`src/rtl/seg_display_arbiter.sv`:
```
`default_nettype none
// ============================================================================
// Module   : seg_display_arbiter
// Purpose  : 8-digit seven-segment scan controller with per-frame arbitration
//            between CPU, keyboard overlay and debug producers.
// Revision : 1.0 - initial release
// ============================================================================
module seg_display_arbiter #(
    parameter int DWELL      = 2,
    parameter int HOLD_TICKS = 40000
) (
    input  logic        led_clk,
    input  logic        rst,
    input  logic [31:0] cpu_data,
    input  logic [31:0] kbd_data,
    input  logic        kbd_req,
    input  logic [31:0] dbg_data,
    input  logic        dbg_en,
    input  logic        lz_blank,
    output logic [7:0]  an,
    output logic [3:0]  nibble,
    output logic [1:0]  owner
);

    localparam int                  c_dwell_w    = (DWELL > 1) ? $clog2(DWELL) : 1;
    localparam logic [c_dwell_w-1:0] c_dwell_last = c_dwell_w'(DWELL - 1);
    localparam logic [15:0]         c_hold_ticks = 16'(HOLD_TICKS);
    localparam logic [1:0]          c_own_cpu    = 2'd0;
    localparam logic [1:0]          c_own_kbd    = 2'd1;
    localparam logic [1:0]          c_own_dbg    = 2'd2;

    typedef enum logic [0:0] {
        SHOW = 1'b0,
        GAP  = 1'b1
    } scan_state_t;

    scan_state_t          r_state;
    scan_state_t          w_state_nxt;
    logic [2:0]           r_sel;
    logic [2:0]           w_sel_nxt;
    logic [c_dwell_w-1:0] r_dwell;
    logic [c_dwell_w-1:0] w_dwell_nxt;
    logic [31:0]          r_snap;
    logic [31:0]          w_snap_nxt;
    logic [7:0]           r_lz_mask;
    logic [7:0]           w_lz_mask_nxt;
    logic [1:0]           r_owner;
    logic [1:0]           w_owner_nxt;
    logic [7:0]           r_an;
    logic [7:0]           w_an_nxt;
    logic [3:0]           r_nibble;
    logic [3:0]           w_nibble_nxt;

    logic [31:0]          r_kbd_latch;
    logic [15:0]          r_hold_cnt;
    logic                 w_hold_active;

    logic [1:0]           w_arb_owner;
    logic [31:0]          w_arb_word;
    logic [7:0]           w_arb_mask;

    // Keyboard overlay: a request always reloads, even on the expiring tick.
    always_ff @(posedge led_clk) begin
        if (rst) begin
            r_kbd_latch <= '0;
            r_hold_cnt  <= '0;
        end else if (kbd_req) begin
            r_kbd_latch <= kbd_data;
            r_hold_cnt  <= c_hold_ticks;
        end else if (r_hold_cnt != 16'd0) begin
            r_hold_cnt  <= r_hold_cnt - 16'd1;
        end
    end

    assign w_hold_active = (r_hold_cnt != 16'd0);

    always_comb begin
        w_arb_owner = c_own_cpu;
        w_arb_word  = cpu_data;
        if (w_hold_active) begin
            w_arb_owner = c_own_kbd;
            w_arb_word  = r_kbd_latch;
        end else if (dbg_en) begin
            w_arb_owner = c_own_dbg;
            w_arb_word  = dbg_data;
        end
    end

    // Digit 0 always lights so an all-zero word still shows a single "0".
    assign w_arb_mask[0] = 1'b0;
    for (genvar d = 1; d < 8; d++) begin : g_lz_mask
        assign w_arb_mask[d] = lz_blank & ~(|w_arb_word[31:4*d]);
    end

    always_ff @(posedge led_clk) begin
        if (rst) begin
            r_state   <= GAP;
            r_sel     <= 3'd7;
            r_dwell   <= '0;
            r_snap    <= '0;
            r_lz_mask <= '0;
            r_owner   <= c_own_cpu;
            r_an      <= 8'hFF;
            r_nibble  <= 4'h0;
        end else begin
            r_state   <= w_state_nxt;
            r_sel     <= w_sel_nxt;
            r_dwell   <= w_dwell_nxt;
            r_snap    <= w_snap_nxt;
            r_lz_mask <= w_lz_mask_nxt;
            r_owner   <= w_owner_nxt;
            r_an      <= w_an_nxt;
            r_nibble  <= w_nibble_nxt;
        end
    end

    always_comb begin
        w_state_nxt   = r_state;
        w_sel_nxt     = r_sel;
        w_dwell_nxt   = r_dwell;
        w_snap_nxt    = r_snap;
        w_lz_mask_nxt = r_lz_mask;
        w_owner_nxt   = r_owner;
        w_an_nxt      = r_an;
        w_nibble_nxt  = r_nibble;

        unique case (r_state)
            SHOW: begin
                if (r_dwell == c_dwell_last) begin
                    w_state_nxt = GAP;
                    w_dwell_nxt = '0;
                    w_an_nxt    = 8'hFF;
                end else begin
                    w_dwell_nxt = r_dwell + 1'b1;
                end
            end
            GAP: begin
                w_state_nxt = SHOW;
                w_dwell_nxt = '0;
                if (r_sel == 3'd7) begin
                    // Frame boundary: new owner, snapshot and mask take effect together.
                    w_sel_nxt     = 3'd0;
                    w_snap_nxt    = w_arb_word;
                    w_lz_mask_nxt = w_arb_mask;
                    w_owner_nxt   = w_arb_owner;
                end else begin
                    w_sel_nxt     = r_sel + 3'd1;
                end
                w_an_nxt     = w_lz_mask_nxt[w_sel_nxt] ? 8'hFF : ~(8'h01 << w_sel_nxt);
                w_nibble_nxt = w_snap_nxt[{w_sel_nxt, 2'b00} +: 4];
            end
        endcase
    end

    assign an     = r_an;
    assign nibble = r_nibble;
    assign owner  = r_owner;

endmodule
`default_nettype wire
```
`config.mk`:
```
export PLATFORM = sky130hd
export DESIGN_NAME = seg_display_arbiter
export DESIGN_NICKNAME = d
export VERILOG_FILES = /design/src/rtl/seg_display_arbiter.sv
export SDC_FILE = /design/constraint.sdc
export NUM_CORES = 1
export LEC_CHECK = 0
export CAP_MARGIN = 20
export CORE_MARGIN = 4
export CORE_UTILIZATION = 40
export CTS_BUF_LIST = sky130_fd_sc_hd__clkbuf_8
export DETAILED_ROUTE_END_ITERATION = 16
export DONT_BUFFER_PORTS = 1
export GPL_TIMING_DRIVEN = 0
export SYNTH_ARGS = -nofsm -noshare
export SYNTH_HDL_FRONTEND = slang
export SYNTH_SLANG_ARGS = --single-unit
```
`constraint.sdc`:
```
create_clock -name led_clk -period 2.9 [get_ports led_clk]
set_input_delay 0.29 -clock led_clk [delete_from_list [all_inputs] [get_ports led_clk]]
set_output_delay 0.29 -clock led_clk [all_outputs]
set_load 0.02 [all_outputs]
```
### Yosys cells after proc, flatten, opt, wreduce, memory -nomap -nowiden

Index checks and enable logic that the tools add are counted.

| storage, ports and cells | value |
|---|---|
| register bits | 107 |
| input bits | 101 |
| output and inout port bits | 14 |
| word-level logic and storage cells | 67 |

| cells by class | value |
|---|---|
| $add $sub $neg | 3 |
| magnitude comparators | 1 |
| equality and inequality tests | 2 |
| shifts and indexed selects | 2 |
| multiplexer cells | 21 |
| bitwise logic cells | 16 |
| reduce and logical (&&, ||, !) cells | 11 |

Operator list:

| kind | count |
|---|---|
| 32-bit two-way mux | 4 |
| 16-bit two-way mux | 2 |
| 8-bit two-way mux | 4 |
| 32-bit by 6-bit indexed part select with 4-bit output | 1 |
| 28-bit OR reduction | 1 |
| 24-bit OR reduction | 1 |
| 20-bit OR reduction | 1 |
| 8-bit case mux with 2 select lines | 1 |
| 16-bit nonzero test | 1 |
| 16-bit OR reduction | 1 |
| 16-bit by 1-bit subtractor with 16-bit output (second input constant) | 1 |
| 12-bit OR reduction | 1 |
| 1-bit NOT | 8 |
| 8-bit NOT | 1 |
| 8-bit OR reduction | 1 |
| 1-bit by 3-bit left shift with 8-bit output (first input constant) | 1 |
| 1-bit bitwise AND | 7 |
| 3-bit two-way mux | 2 |
| 3-bit by 4-bit < comparator with 1-bit output (second input constant) | 1 |
| 2-bit two-way mux | 2 |
| 1-bit case mux with 2 select lines | 2 |
| 4-bit OR reduction | 1 |
| 3-bit by 1-bit adder with 3-bit output (second input constant) | 1 |
| 1-bit binary-select mux with 3-bit select | 1 |
| other kinds (7) | 9 |

### Logic depth before layout (Yosys ltp)

Gate-level depths: netlist of run 1.

| depth | value |
|---|---|
| depth after elaboration | 11 |
| depth in mapped cells | 9 |
| depth with buffers taken out | 7 |

### Least setup slack after synthesis of run 1

No wires, ideal clock.

| timing | value |
|---|---|
| path type | register -> register |
| start point | register r_sel[0] |
| end point | register r_nibble[1], in the netlist nibble[1] |
| setup time | 0.135 ns |
| arrival | 1.886 ns |
| data required time | 2.765 ns |
| path slack | 0.878 ns |
| cell stages (with the launch flop) | 8 |
| path buffers | 1 |
| period minus slack after synthesis | 2.022 ns |
| path through | dfxtp_1 ha_1 clkbuf_1 mux4_2 inv_1 o21ai_0 a21oi_1 o32ai_1 |

| on the way | value |
|---|---|
| cells in the longest elaborated chain, start to end | 4 |
| elaborated cells between the ends (all ways) | 7 |
| classes of those cells | 1 x add/sub; 1 x eq/ne; 1 x shift; 4 x mux |

Ends and longest elaborated chain:

| item | RTL line | text |
|---|---|---|
| start, declared | 39 | `logic [2:0] r_sel;` |
| start signal, assigned | 107 | `r_sel <= w_sel_nxt;` |
| 3-bit by 1-bit adder with 3-bit output / 3-bit equality test (equally long branches) | 147, 140 |  |
| 3-bit two-way mux / 32-bit two-way mux (equally long branches) | 140 | `if (r_sel == 3'd7) begin` |
| 3-bit two-way mux / 32-bit two-way mux (equally long branches) | 127 | `unique case (r_state)` |
| 32-bit by 6-bit indexed part select with 4-bit output (*) | 150 | `w_nibble_nxt = w_snap_nxt[{w_sel_nxt, 2'b00} +: 4];` |
| end signal, assigned | 113 | `r_nibble <= w_nibble_nxt;` |
| end, declared | 51 | `logic [3:0] r_nibble;` |

Mark *: on every way between the ends. The rest lies on a longest branch, timed or not. The select of a mux whose other input is x is not followed.
A chain may end at the register's enable or synchronous reset.

### Worst setup path in the final report of run 1

| timing | value |
|---|---|
| start point | register r_hold_cnt[0] |
| end point | register r_an[4], in the netlist an[4] |

| on the way | value |
|---|---|
| cells in the longest elaborated chain, start to end | 11 |
| elaborated cells between the ends (all ways) | 29 |
| classes of those cells | 7 x mux; 14 x bitwise; 8 x reduce/logical |

Ends and longest elaborated chain:

| item | RTL line | text |
|---|---|---|
| start, declared | 55 | `logic [15:0] r_hold_cnt;` |
| start signal, assigned | 69 | `r_hold_cnt <= c_hold_ticks;` |
| start signal, assigned | 71 | `r_hold_cnt <= r_hold_cnt - 16'd1;` |
| 16-bit nonzero test (*) | 75 | `assign w_hold_active = (r_hold_cnt != 16'd0);` |
| 32-bit two-way mux (*) | 80 | `if (w_hold_active) begin` |
| 28-bit OR reduction, or another cell as far along | 92 | `assign w_arb_mask[d] = lz_blank & ~(\|w_arb_word[31:4*d]);` |
| 1-bit NOT | 92 |  |
| 1-bit bitwise AND | 92 |  |
| 8-bit two-way mux (*) | 140 |  |
| 8-bit two-way mux (*) | 127 |  |
| 1-bit binary-select mux with 3-bit select (*) | 149 | `w_an_nxt = w_lz_mask_nxt[w_sel_nxt] ? 8'hFF : ~(8'h01 << w_sel_nxt);` |
| 1-bit two-way mux (implied by the code) (*) | 149 |  |
| 8-bit two-way mux (*) | 149 |  |
| 8-bit case mux with 2 select lines (*) | 127 |  |
| end signal, assigned | 112 | `r_an <= w_an_nxt;` |
| end, declared | 49 | `logic [7:0] r_an;` |

Marks and branches as above.

==> results of run 1 <==
==> metrics by stage <==
stage               std cells  util [%]  setup slack [ns]  total power, mW  cell area (µm²)
finish                    822      44.0             0.347             3.32             5830
global route              822      44.0             0.200             3.50             5830
CTS                       822      44.0             0.349             3.34             5830
detailed placement        806      42.5             0.348             2.40             5630
global placement          806      42.5             0.381             2.38             5630
floorplan                 630         -             0.878             2.20             5410
==> layout make-up <==
type / instances / area (µm²) / area share, %
clock inverter: 6 / 65.1 / 1.12
inverter: 12 / 45.0 / 0.773
sequential: 107 / 2140 / 36.8
tap: 176 / 220 / 3.78
multi-input combinational: 466 / 3040 / 52.2
buffer: 45 / 178 / 3.05
clock buffer: 10 / 138 / 2.36
==> registers in the layout, summed over array words and instances, names as in the netlist <==
register,count
owner,2
nibble,4
r_kbd_latch,32
r_state,1
r_snap,32
r_sel,3
r_lz_mask,8
an,8
r_hold_cnt,16
r_dwell,1
==> metal layers <==
metal / vias to the layer above / track usage [%]
met5: - / 0
met3: 23 / 6.01
met1: 2208 / 27.0
li1: 2241 / -
met4: 0 / 6.58
met2: 169 / 33.0
==> Yosys cell counts, types with 10 or more instances <==
library cell and count:
nor4_1 17, dfxtp_1 107, nand2_1 59, mux2_2 16, a21oi_1 55, inv_1 12, mux4_2 10, nor3_1 12
clkbuf_1 36, o21ai_0 35, and2_1 22, mux2i_1 56, nor2_1 91
==> kinds of logic after synthesis <==
family	Yosys count	synth area share (%)
AND/OR/NAND/NOR	247	22.6
AO/OA/AOI/OAI	123	13.3
flip-flops	107	39.6
multiplexers	82	17.9
buffers and inverters	57	4.12
XOR/XNOR	10	1.62
adder cells (fa/ha/maj)	4	0.926
==> power groups by stage <==
| stage | combinational, mW | clock [mW] | sequential, mW |
|---|---|---|---|
| floorplan | 0.530 | 0 | 1.67 |
| global placement | 0.681 | 0 | 1.70 |
| detailed placement | 0.696 | 0 | 1.70 |
| CTS | 0.700 | 0.967 | 1.67 |
| global route | 0.778 | 1.04 | 1.69 |
| finish | 0.703 | 0.947 | 1.67 |
==> path summary, 6_finish.rpt <==
| kind | slack (ns) | cells past startpoint | start | end |
|---|---|---|---|---|
| max reg2reg | 0.35 | 9 | r_hold_cnt[0] | an[4] |
| min | 0.05 | 2 | kbd_data[27] | r_kbd_latch[27] |
| max | 0.35 | 9 | r_hold_cnt[0] | an[4] |
| min reg2reg | 0.46 | 2 | r_snap[26] | r_snap[26] |
==> impl_results.md, run 1 <==
* Status: completed
* Post-route minimum period at 2.55 ns
* Mapped Cells at 630
* Max Root-Sink Buffers at 2
* DRT iter0 DRCs at 346
* Max-cap violations at 0
* Number of flops mapped to enable cells by yosys at 0
* Routability cong. at 0.928
* Post-DP HPWL at roughly 12000 µm
* Io pins at 115
* Pre-Repair DR Iteration Count at 5
* CP max FO at 10
* WL final at 15900 µm
* Mean Syn Cell Area at 8.58 µm²
* Switching Fraction at between 30% and 40%
* Core Rows at 42
* Final period util at between 80 and 90%
* Share of power burned in the clock network at roughly 28%
* Largest net degree at the start of global routing at 18
* Synth cell types at 53
* Area fraction of the dominant cell type after synthesis at 39.6%
* Worst EP arrival at 2.80 ns
* Slowest library cell on the worst path: a31oi_1
* DRC viols at 0
* Met1 WL at between 7000 and 8000 µm
* Most Frequent Cell on Critical Path: buf_2
* Synth Flop Type: dfxtp_1
* Crit path buf inv count at 3
* Filler cells at 1364
* Vias/cell at 5.65
* Total vias in the final route at 4641
* Worst Max-Slew Pin Slew at 0.762 ns
* WP data required at 3.14 ns
* # H-tree levels at 3
* CTS-repair resized insts at 0
* Sw Pwr at 1.06 mW
* Die ar. at between 15000 and 20000 µm²
* First-pass GRT wire length at 25400 µm
* Layout area overhead at 7.82%
* CTS tree: built
* Sequential-to-total area share from yosys stat at 39.6%
* Total GRT Usage at 20.7%
* Crit. End Element: flop
* P_int at about 2.3 mW
* Grt total ovfl at 0
* Yosys warns at 0
* Fin nets at 746
* Top routing layer in use: met4
* CORE AREA at 13200 µm²
* RSZ-0062 raised after global routing: no
* Most common cell after layout, fill and taps aside: dfxtp_1
* FFs w/ async S/R, synth at 0%
* Number of clock sinks at 107
* Fmax at 392 MHz
* CTS root buf: clkbuf_8
* Ant diodes at 0
* Worst-path clk slew at 0.10 ns
* Clk_skew at 0.0109 ns
* Maximum vdd ir drop at 0.301 mV
* Hold WC Path Type: in2reg
* Mapped Area at around 5400 µm²
* Pwr per Cell Area at 570 nW/µm²
* Largest area contributor in the netlist: dfxtp_1
* CP top delay family: buffers and inverters
* Initial antenna violation count at 0
* Final hold vios at 0
* Met3 wire length at 1210 µm
* Clock Latency Late Sink at 0.39 ns
* TritonCTS buffer count at 9
* Vias in the first global route at 4692
* Hold WS at 0.0469 ns
* Post-Syn Nets at about 740
* Setup TNS Final at 0 ns
* Relative slew slack at between 40% and 50%
* Met2 routed WL at 7310 µm
* Buffers on Ports at 0
* Starting density of the core at 40.8%
* Avg WL per Cell at 19.3 µm
* Setup violations, final at 0
* Die X at 124 µm
* Synth Register Bits at roughly 110
* Combinational share of power at 21.2%
* Sequential Power Share at 50.3%
* Post-route ant nets at 0
* Synth top area cells: dfxtp_1, mux2i_1, nor2_1
* Critical Path Source Type: flop
* CP peak stage delay at approximately 0.42 ns
* Slew Viols, Final at 0
* P_leak at 2.15 nW
* Share of layout cells above drive strength 1 at 8.98%
* Crit path kind: reg2reg
* Most frequent cells in the layout: dfxtp_1, nor2_1, nand2_1, mux2i_1, a21oi_1
* CP cell instances: inv_1, ha_1, nor4b_2, and4_1, buf_2, buf_2, nor3_1, a31oi_1, a41oi_1
* # Post-CTS Setup Buffers at 0
* Post-CTS Hold Buffers at 0
* Chip height at 124 µm
No activity file was read; power rests on OpenSTA's default activity.
==> inputs of run 2 (changes only) <==
--- a/config.mk
+++ b/config.mk
@@ -6,7 +6,6 @@
 export NUM_CORES = 1
 export LEC_CHECK = 0
 export CAP_MARGIN = 20
-export CORE_MARGIN = 4
 export CORE_UTILIZATION = 40
 export CTS_BUF_LIST = sky130_fd_sc_hd__clkbuf_8
 export DETAILED_ROUTE_END_ITERATION = 16
==> impl_results.md, run 2 (synthesis gave the netlist of run 1 again) <==
* Status: completed
* WP data required at 3.16 ns (+0.02 ns)
* Die X at 118 µm (-4.8%)
* CORE AREA at 13200 µm² (-0.40%)
* Clock Latency Late Sink at 0.39 ns (about the same)
* Worst EP arrival at 2.79 ns (about the same)
* Core Rows at 42 (unchanged)
* Final period util at 87.3% (-0.69 points)
* Largest net degree at the start of global routing at 16 (-2)
* Routability cong. at 0.851 (-8.4%)
* Crit. End Element: flop
* Number of clock sinks at 107 (unchanged)
* Io pins at 115 (unchanged)
* CP max FO at 10 (unchanged)
* P_leak at 2.15 nW (about the same)
* Filler cells at 1340 (-1.8%)
* Share of layout cells above drive strength 1 at 8.70% (-0.28 points)
* Hold WS at 0.0389 ns (-0.00807 ns)
* Grt total ovfl at 0 (unchanged)
* Most common cell after layout, fill and taps aside: dfxtp_1
* Most frequent cells in the layout: dfxtp_1, nor2_1, nand2_1, mux2i_1, a21oi_1
* Most Frequent Cell on Critical Path: buf_2
* Slew Viols, Final at 0 (unchanged)
* Starting density of the core at 41.0% (+0.16 points)
* Avg WL per Cell at 18.9 µm (-2.3%)
* Area of the multi-input gates at 3040 µm² (unchanged)
* Max-cap violations at 0 (unchanged)
* Crit path kind: reg2reg
* Hold WC Path Type: in2reg
* First-pass GRT wire length at 24200 µm (-4.7%)
* Total vias in the final route at 4644 (+0.065%)
* Chip height at 118 µm (-4.8%)
* Total GRT Usage at 22.5% (+1.8 points)
* Worst Max-Slew Pin Slew at 0.723 ns (-0.0392 ns)
* Ant diodes at 0 (unchanged)
* Buffers on Ports at 0 (unchanged)
* FF-to-FF setup slack at 0.37 ns (+0.02 ns)
* Max Root-Sink Buffers at 2 (unchanged)
* Final hold vios at 0 (unchanged)
* Clk_skew at 0.0109 ns (-0.0000255 ns)
* Area occupied by registers at 2140 µm² (unchanged)
* RSZ-0062 raised after global routing: no
* Die ar. at 14000 µm² (-9.4%)
* CTS tree: built
* WL final at 15500 µm (-2.5%)
* Setup TNS Final at 0 ns (unchanged)
* Biggest regs: r_kbd_latch (32), r_snap (32), r_hold_cnt (16)
* CP top delay family: buffers and inverters
* DRT iter0 DRCs at 263 (-24%)
* Fmax at 395 MHz (+0.79%)
* CTS-repair resized insts at 0 (unchanged)
* Layout area overhead at 7.78% (about the same)
* Vias/cell at 5.66 (+0.31%)
* Relative slew slack at 51.8% (+2.6 points)
* CP cell instances: inv_1, ha_1, nor4b_2, and4_1, buf_2, buf_2, nor3_1, a31oi_1, a41oi_1
* # H-tree levels at 3 (unchanged)
* Place WS at 0.378 ns (+0.0307 ns)
* Design Power at 3.33 mW (+0.39%)
* Initial antenna violation count at 0 (unchanged)
* Slowest library cell on the worst path: a31oi_1
* Maximum vdd ir drop at 0.327 mV (+8.5%)
* Post-CTS Hold Buffers at 0 (unchanged)
* DP Cell Count at 806 (unchanged)
* Critical Path Source Type: flop
* # Post-CTS Setup Buffers at 0 (unchanged)
* CP peak stage delay at 0.36 ns (-0.06 ns)
* Fin cells at 820 (-0.24%)
* DRC viols at 0 (unchanged)
* TritonCTS buffer count at 9 (unchanged)
* Pre-Repair DR Iteration Count at 5 (unchanged)
* Pwr per Cell Area at 572 nW/µm² (+0.43%)
* Post-route minimum period at 2.53 ns (-0.0200 ns)
* Post-route ant nets at 0 (unchanged)
* CTS root buf: clkbuf_8
* Vias in the first global route at 4522 (-3.6%)
* Crit path buf inv count at 3 (unchanged)
* Post-DP HPWL at 12200 µm (-2.4%)
* Worst Slack Setup Final at 0.367 ns (+0.0200 ns)
* Fin nets at 746 (unchanged)
* Setup violations, final at 0 (unchanged)
* Worst-path clk slew at 0.10 ns (about the same)
## run 2: cell count changes in the layout (fill, tap and decap cells not counted)
cell / delta
clkbuf_8: +2
clkinv_4: -2
clkinv_2: -1
clkinvlp_4: -1
## run 2: metal layers
metal / vias to the layer above / part of all wire, % / track usage, %
met5: - / 0 / 0
met2: 160 / 46 / 36.7
met1: 2222 / 45 / 28.7
met3: 20 / 6.5 / 5.02
li1: 2242 / - / -
met4: 0 / 2.3 / 9.29
## run 2: path summary, 6_finish.rpt
kind	startpoint	endpoint	depth (start not counted)
setup / recovery	r_hold_cnt[0]	an[4]	9
hold / removal	kbd_data[3]	r_kbd_latch[3]	2
setup reg to reg	r_hold_cnt[0]	an[4]	9
hold reg to reg	r_snap[9]	r_snap[9]	2
## run 2: layout make-up
type / instances / area share [%]
clock buffers: 12 / 2.84
clock inverters: 2 / 0.601
flip-flops and latches: 107 / 36.8
multi-input cells: 466 / 52.2
inverters: 12 / 0.773
plain buffers: 45 / 3.05
well taps: 176 / 3.78
## run 2: stage by stage
stage / instance area, µm² / utilization [%]
finish: 5830 / 44.2
detailed placement: 5630 / 42.6
global route: 5830 / 44.2
CTS: 5830 / 44.2
global placement: 5630 / 42.6
floorplan: 5410 / -
## run 2: power breakdown
group / internal, mW / switching (mW) / leakage [nW]
clock network: 0.460 / 0.509 / 0.104
logic: 0.273 / 0.419 / 1.17
registers: 1.57 / 0.106 / 0.876
total: 2.30 / 1.03 / 2.15
==> inputs of run 3 (changes only) <==
--- a/config.mk
+++ b/config.mk
@@ -7,7 +7,7 @@
 export LEC_CHECK = 0
 export CAP_MARGIN = 20
 export CORE_UTILIZATION = 40
-export CTS_BUF_LIST = sky130_fd_sc_hd__clkbuf_8
+export CTS_BUF_LIST = sky130_fd_sc_hd__clkbuf_2 sky130_fd_sc_hd__clkbuf_4 sky130_fd_sc_hd__clkbuf_8
 export DETAILED_ROUTE_END_ITERATION = 16
 export DONT_BUFFER_PORTS = 1
 export GPL_TIMING_DRIVEN = 0
==> results of run 3 <==
No change in the layout: final DEF, timing and power equal those of run 2.
==> RTL change 1 (flow settings as in run 2) <==
Put one more register stage on the output `an`, without a reset. The value now appears one clock later. The other outputs are not delayed to match.
--- a/src/rtl/seg_display_arbiter.sv
+++ b/src/rtl/seg_display_arbiter.sv
@@ -152,7 +152,9 @@
         endcase
     end
 
-    assign an     = r_an;
+    always_ff @(posedge led_clk) begin
+        an <= r_an;
+    end
     assign nibble = r_nibble;
     assign owner  = r_owner;
 
Check against the original RTL: not equivalent (a bounded check fails within 4 cycles, from zero or initial values and one cycle with rst high).
==> RTL change 1 against run 2 <==
  * Area after synthesis grew 1.7%
  * Sequential share of layout area is 1.1 points lower
  * Routed wire length down 0.53%
  * Cell area increased by 11%
  * Sequential cell count up 8
  * Non-clock buffer count grew 27
  * Worst setup slack improved by 0.14 ns
  * Clock skew down 0.00094 ns
  * Clock power up 68%
  * Total power up 25%
  * Largest power group unchanged
==> RTL change 1: results (changes against run 2) <==
Parameter                              Value

Clock tree
  Hold buffer count at CTS ... 29 (+29)
  # H-tree levels ... 4 (+1)
  Number of CTS-inserted buffers ... 17 (+8)
  Skew-Pair Late Insertion Delay ... 0.45 ns (+0.06 ns)

Drt
  Detail-routed via count per cell ... 5.52 (-2.6%)
  Overall routed net length ... 15400 um (-0.53%)
  Routed met3 length ... 1010 um (+1.1%)
  Number of DRC markers in iteration 0 ... 285 (+8.4%)
  Routed metal-1 wire length ... 6790 um (-2.8%)
  Detailed route wirelength on metal2 ... 7120 um (-0.43%)

Placed design
  DP Area ... 5720 um2 (+1.6%)
  Cell count after placement ... 791 (-1.9%)
  Final GP Congestion ... 0.835 (-1.9%)
  Half-perimeter wire length after placement ... 11700 um (-4.3%)

Yosys
  Xor-xnor portion of the synthesized cell area ... 2.07% (+0.45 points)
  Multiplexer area fraction after synthesis ... 18.8% (+0.96 points)
  Synthesized instance count ... 615 (-2.4%)
  Synth cell types ... 49 (-7.5%)
  Post-synthesis compound-gate area fraction ... 11.6% (-1.6 points)
  Number of nets produced by synthesis ... 720 (-2.0%)
  Ranking of synthesized cells by instance count ... sky130_fd_sc_hd__dfxtp_1 (115), sky130_fd_sc_hd__nor2_1 (84), sky130_fd_sc_hd__nand2_1 (67)

Final layout
  Share of layout cells above drive strength 1 ... 12.1% (+3.4 points)
  Area used by sequential logic in the layout ... 2300 um2 (+7.5%)
  Number of filler cells placed in the layout ... 1321 (-1.4%)

STA
  Setup clock skew after layout ... 0.00993 ns (-0.000935 ns)
  Transition at the pin with the smallest max-transition slack ... 0.775 ns (+0.0521 ns)
  Upper clock frequency limit ... 418 MHz (+5.8%)

Global routing
  GR met1 Demand/Resource ... 27.5% (-1.2 points)
  Global-route wire length before repair ... 24200 um (+0.23%)
  GR Util met3 ... 6.03% (+1.0 points)
  GR Util All Layers ... 22.5% (about the same)

Power and ir drop
  Power of the sequential group ... 1.79 mW (+7%)
  Proportion of power drawn by combinational gates ... 17.6% (-3.2 points)
  Total leakage power ... 2.51 nW (+17%)

Worst setup path
  Last element of the critical path ... nibble[2]$_SDFFE_PP0P_
  Minimum setup slack among reg-to-reg paths ... 0.51 ns (+0.14 ns)
  Slowest stage delay, CP ... 0.59 ns (+0.23 ns)
  Beginning of the worst register-to-register path ... r_sel[0]$_SDFFE_PP1P_
  CP top delay family ... multiplexers

Run status
  Outcome ... finished, final reports clean
## RTL change 1: worst min-delay path by stage
stage,to,slack (ns),cells past startpoint
after global routing,r_kbd_latch[4]$_SDFFE_PP0P_,0.007,2
after global placement,an[2]$_DFF_P_,0.34,0
after detailed placement,an[2]$_DFF_P_,0.35,0
final,r_kbd_latch[9]$_SDFFE_PP0P_,0.02,2
after floorplan,an[0]$_DFF_P_,0.33,0
after CTS,r_kbd_latch[6]$_SDFFE_PP0P_,0.0002,2
## RTL change 1: logic make-up (layout without fill, tap and decap cells)
family	Yosys count	in the layout
AND/OR/NAND/NOR	235	235
flip-flops	115	115
AO/OA/AOI/OAI	108	108
multiplexers	89	89
buffers and inverters	51	113
XOR/XNOR	13	13
adder cells (fa/ha/maj)	4	4
## RTL change 1: final cells by class
class,instances,share of cell area [%]
Multi-Input combinational cell,449,46.1
Sequential cell,115,35.7
Timing Repair Buffer,30,4.65
Clock buffer,18,3.84
Tap cell,176,3.41
Buffer,42,2.91
Clock inverter,14,2.89
Inverter,9,0.524
==> RTL change 2 (flow settings as in run 2) <==
Without the edit above. The parameter `HOLD_TICKS` goes from 40000 to 30000.
--- a/src/rtl/seg_display_arbiter.sv
+++ b/src/rtl/seg_display_arbiter.sv
@@ -7,7 +7,7 @@
 // ============================================================================
 module seg_display_arbiter #(
     parameter int DWELL      = 2,
-    parameter int HOLD_TICKS = 40000
+    parameter int HOLD_TICKS = 30000
 ) (
     input  logic        led_clk,
     input  logic        rst,
Check against the original RTL: no difference found for any inputs over 10 cycles, from zero or initial values and one cycle with rst high; that may be too few to reach the edited logic, so the function may still have changed.
==> RTL change 2 against run 2 <==
  * Worst setup slack got worse by 0.17 ns
  * Area after synthesis shrank 0.23%
  * Routed wire length shrank 0.97%
  * Hold slack better by 0.0079 ns
  * Total power is 0.53% lower
  * Sequential cell count unchanged
  * Cell area increased by 0.86%
==> RTL change 2: results (changes against run 2) <==
Parameter                              Value

Worst setup path
  Slowest stage delay, CP ... 0.52 ns (+0.16 ns)
  Slowest cell on crit path ... sky130_fd_sc_hd__or4b_1
  Endpoint of the worst register-to-register path ... nibble[3]$_SDFFE_PP0P_
  Minimum setup slack among reg-to-reg paths ... 0.19 ns (-0.17 ns)
  Data arrival time of the critical path ... 2.96 ns (+0.17 ns)
  Max FO, Critical Path ... 5 (-5)

Run status
  Outcome ... finished, final reports clean

STA
  Transition at the pin with the smallest max-transition slack ... 0.992 ns (+0.270 ns)
  Setup clock skew after layout ... 0.0148 ns (+0.00388 ns)

Global routing
  Maximum number of pins on one net before global-route repair ... 18 (+2)
  Vias in the first global route ... 4590 (+1.5%)
  GR Util All Layers ... 23.0% (+0.48 points)
  GR met1 Demand/Resource ... 29.7% (+1.1 points)
  Met2 demand-to-capacity share in global routing ... 37.1% (+0.44 points)
  Global-route wire length before repair ... 24400 um (+0.94%)

Hold path
  Min-delay src ... kbd_data[20]
  Hold Path Stages ... 2 (unchanged)
  Endpoint with the worst hold slack ... r_kbd_latch[20]$_SDFFE_PP0P_
  Worst hold-check path type ... in2reg

Yosys
  Sequential element share of the synthesized area ... 39.7% (+0.092 points)
  Top post-synthesis cells by area ... sky130_fd_sc_hd__dfxtp_1 (40%), sky130_fd_sc_hd__mux2i_1 (12%), sky130_fd_sc_hd__nor2_1 (6.5%)
  Ranking of synthesized cells by instance count ... sky130_fd_sc_hd__dfxtp_1 (107), sky130_fd_sc_hd__nor2_1 (93), sky130_fd_sc_hd__mux2i_1 (62)
  Syn Area/Cell ... 8.61 um2 (+0.41%)
  Number of nets produced by synthesis ... 731 (-0.54%)
  Synth cell types ... 52 (-1.9%)

Placed design
  Cell count after placement ... 802 (-0.50%)
  Half-perimeter wire length after placement ... 11900 um (-2.4%)

Drt
  Detailed route wirelength on metal2 ... 7080 um (-0.97%)
  Number of DRC markers in iteration 0 ... 210 (-20%)

Final layout
  Number of filler cells placed in the layout ... 1310 (-2.2%)

Power and ir drop
  Maximum resistive drop on vdd ... 0.277 mV (-15%)
  Total leakage power ... 2.18 nW (+1.4%)
==> RTL change 2: changes by cell type after synthesis, moves of 4 or more <==
cell                             run 2  this run
sky130_fd_sc_hd__inv_1              12         8
sky130_fd_sc_hd__mux2i_1            56        62
sky130_fd_sc_hd__nor3_1             12        16
sky130_fd_sc_hd__a21oi_1            55        46
sky130_fd_sc_hd__o32ai_1             4         0
sky130_fd_sc_hd__nand2_1            59        51
==> RTL change 2: cells by family after synthesis <==
group / count (synthesis) / synth area share [%]
buffers and inverters: 53 / 3.87
adder cells (fa/ha/maj): 4 / 0.928
multiplexers: 86 / 18.1
AO/OA/AOI/OAI: 113 / 12.3
flip-flops: 107 / 39.7
XOR/XNOR: 15 / 2.44
AND/OR/NAND/NOR: 248 / 22.7
==> RTL change 2: worst max path at each step <==
| stage | startpoint | end | slack [ns] | depth (start not counted) |
|---|---|---|---|---|
| after floorplan | r_hold_cnt[0]$_SDFFE_PP0P_ | nibble[1]$_SDFFE_PP0P_ | 0.42 | 7 |
| after global placement | dbg_en | r_snap[27]$_SDFFE_PP0P_ | -0.07 | 8 |
| after detailed placement | dbg_en | r_snap[27]$_SDFFE_PP0P_ | -0.12 | 8 |
| after CTS | r_hold_cnt[0]$_SDFFE_PP0P_ | nibble[2]$_SDFFE_PP0P_ | 0.20 | 8 |
| after global routing | r_sel[0]$_SDFFE_PP1P_ | an[4]$_SDFFE_PP1P_ | 0.05 | 8 |
| final | r_hold_cnt[0]$_SDFFE_PP0P_ | nibble[3]$_SDFFE_PP0P_ | 0.19 | 9 |
==> RTL change 2: area by class of cell <==
type                       count  area [um2]  share of cell area, %
multi-input combinational    466        3050                   51.9
sequential                   107        2140                   36.5
tap                          176         220                   3.75
buffer                        45         179                   3.05
clock buffer                  10         138                   2.34
clock inverter                 6        88.8                   1.51
timing repair buffer           4        30.0                  0.511
inverter                       8        30.0                  0.511
==> RTL change 2: where the power goes <==
group | total [mW] | internal [mW] | switching, mW
registers | 1.65 | 1.56 | 0.0910
logic | 0.625 | 0.248 | 0.377
clock network | 1.04 | 0.510 | 0.529
==> RTL change 2: per-stage QoR <==
step / setup TNS, ns / hold WS [ns] / area, um2 / worst slack (ns)
6_report: 0 / 0.0468 / 5880 / 0.192
5_1_grt: 0 / 0.0430 / 5880 / 0.0477
4_1_cts: 0 / 0.0387 / 5870 / 0.202
3_5_place_dp: -0.683 / 0.446 / 5610 / -0.123
3_3_place_gp: -0.316 / 0.439 / 5610 / -0.0714
2_1_floorplan: 0 / 0.424 / 5390 / 0.423
==> RTL change 2: repair_timing <==
item / CTS / global route
hold endpoints to repair: 0 / 0
gates cloned: 0 / 0
buffers inserted: 4 / 0
gates resized for setup: 0 / 1
endpoints found under the setup margin: 2 / 1
pin swaps: 1 / 0
